File: src/rtl/rom_loader.sv
// rtl/rom_loader.sv - framed byte-stream boot loader driving the ROM init port
// Optional trailing checksum byte: define ROM_LOADER_CKSUM_EN
module rom_loader #(
  parameter int ADDR_W = 14,
  parameter int DATA_W = 8
) (
  input  logic              clk,
  input  logic              rst_n,
  input  logic              start,
  input  logic [DATA_W-1:0] in_data,
  input  logic              in_valid,
  output logic              in_ready,
  output logic              mode,
  output logic [ADDR_W-1:0] sw_addr,
  output logic [DATA_W-1:0] sw_din,
  output logic              busy,
  output logic              done,
  output logic              err
);

  // Counter carries one extra bit so a full-capacity load ends without wrapping
  localparam int CW = ADDR_W + 1;

  // FLUSH is a one-cycle drain so the final ROM write commits before busy falls
  typedef enum logic [2:0] {
    IDLE, HDR_HI, HDR_LO, DATA, CKSUM, FLUSH, DONE
  } state_t;

  state_t              state_q;
  logic [7:0]          len_hi_q;
  logic [CW-1:0]       len_q;
  logic [CW-1:0]       cnt_q;
  logic [CW-1:0]       cnt_d;
  logic                in_ready_q;
  logic                mode_q;
  logic [ADDR_W-1:0]   sw_addr_q;
  logic [DATA_W-1:0]   sw_din_q;
  logic                busy_q;
  logic                done_q;
  logic                err_q;
`ifdef ROM_LOADER_CKSUM_EN
  logic [7:0]          sum_q;
`endif

  logic                xfer;
  logic [14:0]         hdr_len;
  logic                hdr_bad;

  assign xfer    = in_valid && in_ready_q;
  assign hdr_len = {len_hi_q[6:0], in_data};
  assign hdr_bad = len_hi_q[7] || (32'(hdr_len) > (32'd1 << ADDR_W));
  assign cnt_d   = cnt_q + CW'(1);

  assign in_ready = in_ready_q;
  assign mode     = mode_q;
  assign sw_addr  = sw_addr_q;
  assign sw_din   = sw_din_q;
  assign busy     = busy_q;
  assign done     = done_q;
  assign err      = err_q;

  // Loader FSM with all outputs registered; mode is a single-cycle strobe per payload byte
  always_ff @(posedge clk or negedge rst_n) begin
    if (!rst_n) begin
      state_q    <= IDLE;
      len_hi_q   <= '0;
      len_q      <= '0;
      cnt_q      <= '0;
      in_ready_q <= 1'b0;
      mode_q     <= 1'b0;
      sw_addr_q  <= '0;
      sw_din_q   <= '0;
      busy_q     <= 1'b0;
      done_q     <= 1'b0;
      err_q      <= 1'b0;
`ifdef ROM_LOADER_CKSUM_EN
      sum_q      <= '0;
`endif
    end else begin
      mode_q <= 1'b0;
      case (state_q)
        IDLE, DONE: begin
          if (start) begin
            state_q    <= HDR_HI;
            cnt_q      <= '0;
            in_ready_q <= 1'b1;
            busy_q     <= 1'b1;
            done_q     <= 1'b0;
            err_q      <= 1'b0;
`ifdef ROM_LOADER_CKSUM_EN
            sum_q      <= '0;
`endif
          end
        end
        HDR_HI: begin
          if (xfer) begin
            len_hi_q <= in_data;
            state_q  <= HDR_LO;
          end
        end
        HDR_LO: begin
          if (xfer) begin
            if (hdr_bad) begin
              err_q      <= 1'b1;
              in_ready_q <= 1'b0;
              state_q    <= FLUSH;
            end else if (hdr_len == '0) begin
`ifdef ROM_LOADER_CKSUM_EN
              state_q    <= CKSUM;
`else
              in_ready_q <= 1'b0;
              state_q    <= FLUSH;
`endif
            end else begin
              len_q   <= CW'(hdr_len);
              state_q <= DATA;
            end
          end
        end
        DATA: begin
          if (xfer) begin
            mode_q    <= 1'b1;
            sw_addr_q <= cnt_q[ADDR_W-1:0];
            sw_din_q  <= in_data;
            cnt_q     <= cnt_d;
`ifdef ROM_LOADER_CKSUM_EN
            sum_q     <= sum_q + in_data;
`endif
            if (cnt_d == len_q) begin
`ifdef ROM_LOADER_CKSUM_EN
              state_q    <= CKSUM;
`else
              in_ready_q <= 1'b0;
              state_q    <= FLUSH;
`endif
            end
          end
        end
`ifdef ROM_LOADER_CKSUM_EN
        CKSUM: begin
          if (xfer) begin
            err_q      <= (in_data != sum_q);
            in_ready_q <= 1'b0;
            busy_q     <= 1'b0;
            done_q     <= 1'b1;
            state_q    <= DONE;
          end
        end
`endif
        FLUSH: begin
          busy_q  <= 1'b0;
          done_q  <= 1'b1;
          state_q <= DONE;
        end
        default: begin
          in_ready_q <= 1'b0;
          busy_q     <= 1'b0;
          state_q    <= IDLE;
        end
      endcase
    end
  end

endmodule

File: config.mk
export PLATFORM = sky130hd
export DESIGN_NAME = rom_loader
export DESIGN_NICKNAME = d
export VERILOG_FILES = /design/src/rtl/rom_loader.sv
export SDC_FILE = /design/constraint.sdc
export NUM_CORES = 1
export LEC_CHECK = 0
export ABC_AREA = 1
export BUFFER_PORTS_ARGS = -buffer_cell sky130_fd_sc_hd__buf_4
export CAP_MARGIN = 5
export CELL_PAD_IN_SITES_DETAIL_PLACEMENT = 1
export CELL_PAD_IN_SITES_GLOBAL_PLACEMENT = 1
export CORE_MARGIN = 5
export CORE_UTILIZATION = 35
export CTS_CLUSTER_SIZE = 8
export DETAILED_ROUTE_END_ITERATION = 8
export PLACE_DENSITY = 0.78
export SYNTH_ARGS = -nofsm -noshare
export SYNTH_HDL_FRONTEND = slang
export SYNTH_SLANG_ARGS = --single-unit
File: constraint.sdc
create_clock -name clk -period 3.85 [get_ports clk]
set_input_delay 0.77 -clock clk [delete_from_list [all_inputs] [get_ports clk]]
set_output_delay 0.77 -clock clk [all_outputs]
set_load 0.1 [all_outputs]
After elaboration in Yosys (flattened, before gate mapping)
Index checks and enable logic that the tools add are counted.
- input port bits: 12
- output and inout bits: 27
- register bits after elaboration: 68
- word-level logic and storage cells: 75
- eq/ne operators: 13
- $add $sub $neg: 1
- reduce and logical (&&, ||, !) cells: 19
- muxes and demuxes: 26
- bitwise gates (word level): 4
- magnitude comparators: 1
- operators by type and width (operator ; number):
    $mux W15 ; 2
    $pmux W15 S2 ; 1
    $mux W3 ; 7
    $add A15 B1 Y15 const B ; 1
    $eq A15 B15 Y1 ; 1
    $gt A15 B15 Y1 const B ; 1
    $logic_not A15 Y1 ; 1
    $pmux W3 S5 ; 1
    $ne A2 B2 Y1 const B ; 6
    $mux W1 ; 11
    $reduce_and A2 Y1 ; 4
    $reduce_and A4 Y1 ; 2
    $eq A3 B2 Y1 const B ; 2
    $eq A3 B3 Y1 const B ; 2
    $pmux W1 S2 ; 3
    $reduce_and A6 Y1 ; 1
    $reduce_bool A2 Y1 ; 3
    $reduce_and A5 Y1 ; 1
    $not A1 Y1 ; 4
    $pmux W1 S4 ; 1
    $reduce_or A2 Y1 ; 2
    $eq A3 B1 Y1 const B ; 1
    $logic_not A3 Y1 ; 1
    $ne A3 B3 Y1 const B ; 1
    other kinds (4) ; 4

Depth between registers and ports, before layout
- depth after elaboration: 5
- depth in mapped cells: 16
- mapped depth without buffers: 16

Worst setup path before layout
OpenSTA, ideal clock, no wires.
- path kind: flip-flop to flip-flop
- from: reg in_ready_q (netlist: in_ready)
- to: reg cnt_q[14]
- period minus slack after synthesis: 2.032 ns
- data arrival time: 1.896 ns
- path slack: 1.818 ns
- stages on the path, launching flop included: 7
- path buffers: 1
- library setup time: 0.136 ns
- required time: 3.714 ns
- cells stage by stage: dfrtp_1 -> nand2_1 -> inv_1 -> nand2_1 -> nand2_1 -> buf_2 -> o22ai_1
- cells in the longest elaborated chain, start to end: 3
- RTL lines (what ; RTL line ; source):
    from (decl) ; 34 ; logic in_ready_q;
    from (signal assigned) ; 69 ; in_ready_q <= 1'b0;
    from (signal assigned) ; 86 ; in_ready_q <= 1'b1;
    from (signal assigned) ; 105 ; in_ready_q <= 1'b0;
    $logic_and A1 B1 Y1 ; 49 ; assign xfer = in_valid && in_ready_q;
    $ne A2 B2 Y1 (no source line) ; - ;
    $reduce_and A3 Y1 (no source line) ; - ;
    to (signal assigned) ; 125 ; cnt_q <= cnt_d;
    to (decl) ; 32 ; logic [CW-1:0] cnt_q;
Every way passes these cells.
A chain may end at the register's enable or synchronous reset.

Final worst setup path
- from: reg state_q[1]
- to: reg cnt_q[8]
- cells in the longest elaborated chain, start to end: 4
- elaborated cells between the ends (all ways): 9
- classes of those cells: eq/ne (4); mux (1); reduce/logical (4)
- RTL lines (what ; RTL line ; source):
    from (decl) ; 29 ; state_t state_q;
    from (signal assigned) ; 65 ; state_q <= IDLE;
    from (signal assigned) ; 84 ; state_q <= HDR_HI;
    from (signal assigned) ; 98 ; state_q <= HDR_LO;
    $eq A3 B3 Y1 or $logic_not A3 Y1 (tied branches) ; 81 ; case (state_q)
    $reduce_or A2 Y1 ; 81 ;
    $ne A2 B2 Y1 (no source line) or $reduce_bool A2 Y1 (tied branches) ; - ;
    $reduce_and A3 Y1 (no source line) ; - ;
Several ways; a longest one is shown, not always the timed one.

==> flow_summary_export.csv <==
group,metric,value,unit
run_status,status,"completed",
cells_and_area,final_layout_size_suffix_gt1_frac,0.163,
sta,finalSetupTns,0,ns
cells_and_area,stdcell_area,3900,um2
drt,wl_per_cell,15.5,um
synth,syn_area,3290,um2
place,place_inst,554,
pwr,power_density,827,nW/um2
drt,first_pass_iters,4,
synth,avgSynthCellArea,7.98,um2
sta,finClkSkew,0.0108,ns
clock_network,cts_made_buffers,9,
critical_path,end_kind,"flop",
cells_and_area,final_cell_mix,"116 x nand2_1, 68 x dfrtp_1, 41 x inv_1, 41 x buf_4, 40 x o21ai_0",
clock_network,cts_hold_buf,0,
clock_network,htreeDepth,3,
grt,grt_usage,0.168,
drt,dr_total_vias,2899,
sta,finalHoldViolCount,0,
critical_path,start_kind,"flop",
critical_path,critPathBufInv,2,
floorplanning,core,9200,um2
grt,grt_pass1_vias,3079,
sta,slew_viol_final,0,
place,place_hpwl,6530,um
grt,grt.met3_usage,0.0494,
clock_network,tritoncts,"done",
drt,via_per_inst,5.09,
synth,ys_seq_area_frac,0.518,
sta,post-route-period-util,0.610,
cells_and_area,final_common_cell,"nand2_1",
floorplanning,num_rows,35,
sta,finalCriticalPeriod,2.35,ns
sta,worstMarginPinSlew,0.865,ns
critical_path,critPathMaxStageDelay,0.65,ns
floorplanning,die_w,107,um
pwr,p_leak,1.92,nW
synth,yosys_warnings,0,
clock_network,path_clk_slew,0.08,ns
place,gp_congestion,0.833,
critical_path,path_cells,"inv_1 > nor2_1 > inv_1 > nor2_2 > nand2_1 > nand2_1 > o21ai_0",
critical_path,worstPathArrival,2.57,ns
drt,drc_errors,0,
synth,synth.net_count,425,
sta,finalSetupViolCount,0,
grt,grt_pass1_wl,15200,um
floorplanning,start_util,0.358,
critical_path,path_delay_family,"simple AND/OR/NAND/NOR gates",
floorplanning,io-pin-count,39,
clock_network,post_cts_buffers,0,
grt,grt_max_degree,69,
critical_path,crit_type,"flop to flop",
cells_and_area,syn_to_final_growth,18.6,%
drt,first_iter_violations,105,
cells_and_area,multi_input_area,1380,um2
floorplanning,dieArea,11400,um2
sta,rsz0062_at_grt,"false",
run,maxCapViolCount,0,
synth,synth-seq-cells,68,
place,io_buffers,38,
clock_network,cts_resized,0,
grt,grt_busiest_layer,"met2",
clock_network,clockRootBuffer,"clkbuf_8",
cells_and_area,seqCellArea,1700,um2
critical_path,worst-endpoint-required,4.07,ns
cells_and_area,fin_cells,570,
drt,ant_nets,0,
pwr,ir_drop,0.505,mV
drt,wl,8850,um
clock_network,clock_latency,0.36,ns
clock_network,cts_buffer_depth,2,
grt,grt-ovfl-total,0,
critical_path,cp_max_fo,22,
grt,met1_usage,0.218,
grt,use_met2,0.268,
sta,slew_headroom,0.424,
cells_and_area,nFillCells,1149,
synth,yosysUniqueCellTypes,30,
sta,fmax,426,MHz
clock_network,cts.sinks,68,
grt,antenna_found_initial,0,
place,dpl_cell_area,3690,um2
synth,syn_inst,412,
cells_and_area,finalNetCount,467,
floorplanning,die_h,107,um
cells_and_area,num_antenna_cells,0,
hold_path,worstHoldPathType,"flop to flop",
critical_path,cp_slowest_cell,"nand2_1",
[cells in the mapped netlist]
cell | n | area (um2)
nand2_1 | 116 | 435
dfrtp_1 | 68 | 1700
inv_1 | 41 | 154
o21ai_0 | 40 | 200
nor2_1 | 34 | 128
nand3_1 | 31 | 155
o21ai_1 | 12 | 60.1
o22ai_1 | 9 | 56.3
nand4_1 | 8 | 50.1
a21oi_1 | 7 | 35.0
nor2_2 | 7 | 43.8
clkbuf_1 | 6 | 22.5
nand3b_1 | 5 | 37.5
nand2_2 | 4 | 25.0
buf_2 | 3 | 15.0
inv_2 | 3 | 11.3
xor2_1 | 3 | 26.3
nor3_1 | 2 | 10.0
or2_0 | 2 | 12.5
a21boi_2 | 1 | 11.3
a22o_1 | 1 | 8.76
a32o_1 | 1 | 10.0
and2_1 | 1 | 6.26
buf_4 | 1 | 7.51
ha_1 | 1 | 12.5
nand3_2 | 1 | 10.0
nor2_8 | 1 | 20.0
o21bai_1 | 1 | 7.51
or2_2 | 1 | 6.26
xnor2_1 | 1 | 8.76
[cell families (layout without fill, tap and decap cells)]
family | Yosys count | after routing | synth area share
DFF | 68 | 68 | 0.518
buffers and inverters | 54 | 101 | 0.0639
adders and majority gates | 1 | 1 | 0.00380
AOI/OAI and AO/OA | 72 | 72 | 0.118
and+or+nand+nor | 213 | 213 | 0.286
xor gates and xnor gates | 4 | 4 | 0.0107
[cell type report]
class	instances	share of cell area
flip-flops and latches	68	0.436
multi-input cells	290	0.353
repair buffers	41	0.0789
inverters	44	0.0423
clock buffers	11	0.0388
well taps	111	0.0356
clock inverters	5	0.0151
[registers in the layout, indices dropped and copies added, names as in the netlist]
name / cells
busy: 1
cnt_q: 15
done: 1
err: 1
in_ready: 1
len_hi_q: 8
len_q: 15
mode: 1
state_q: 3
sw_addr: 14
sw_din: 8
[per-layer routing]
layer  vias up  wire length [um]
li1       1432                 -
met1      1405              4120
met2        54              4270
met3         8               328
met4         0               133
met5         -                 0
[tightest hold or removal path: stages, from the launching register on]
cell,delay [ns]
dfrtp_1,0.35
nand2_1,0.05
o21ai_0,0.06
[report_power, final]
group          internal [mW]  total [mW]  leakage [nW]  switching (mW)
combinational          0.364        1.49         0.922            1.13
clock                  0.335       0.622         0.102           0.286
sequential             0.942        1.11         0.891           0.165
[through the flow]
stage	hold WS [ns]	total power, mW	util	setup slack [ns]
2_1_floorplan	0.454	2.26	-	1.82
3_3_place_gp	0.467	2.59	0.401	1.35
3_5_place_dp	0.478	2.63	0.401	1.17
4_1_cts	0.497	3.26	0.424	1.47
5_1_grt	0.515	3.44	0.424	1.23
6_report	0.489	3.22	0.424	1.50
[path summary, 6_finish.rpt]
| kind | slack [ns] | cells after the start | endpoint | startpoint |
|---|---|---|---|---|
| max in group asynchronous | 2.76 | 1 | len_hi_q[6]$_DFFE_PN0P_ | rst_n |
| setup reg to reg | 1.50 | 7 | cnt_q[8]$_DFFE_PN0P_ | state_q[1]$_DFFE_PN0P_ |
| setup / recovery | 1.50 | 7 | cnt_q[8]$_DFFE_PN0P_ | state_q[1]$_DFFE_PN0P_ |
| hold / removal | 0.49 | 2 | sw_addr[11]$_DFFE_PN0P_ | sw_addr[11]$_DFFE_PN0P_ |
| min in group asynchronous | 0.51 | 1 | mode$_DFF_PN0_ | rst_n |
| hold reg to reg | 0.49 | 2 | sw_addr[11]$_DFFE_PN0P_ | sw_addr[11]$_DFFE_PN0P_ |
Power figures use the tool's default switching activity.
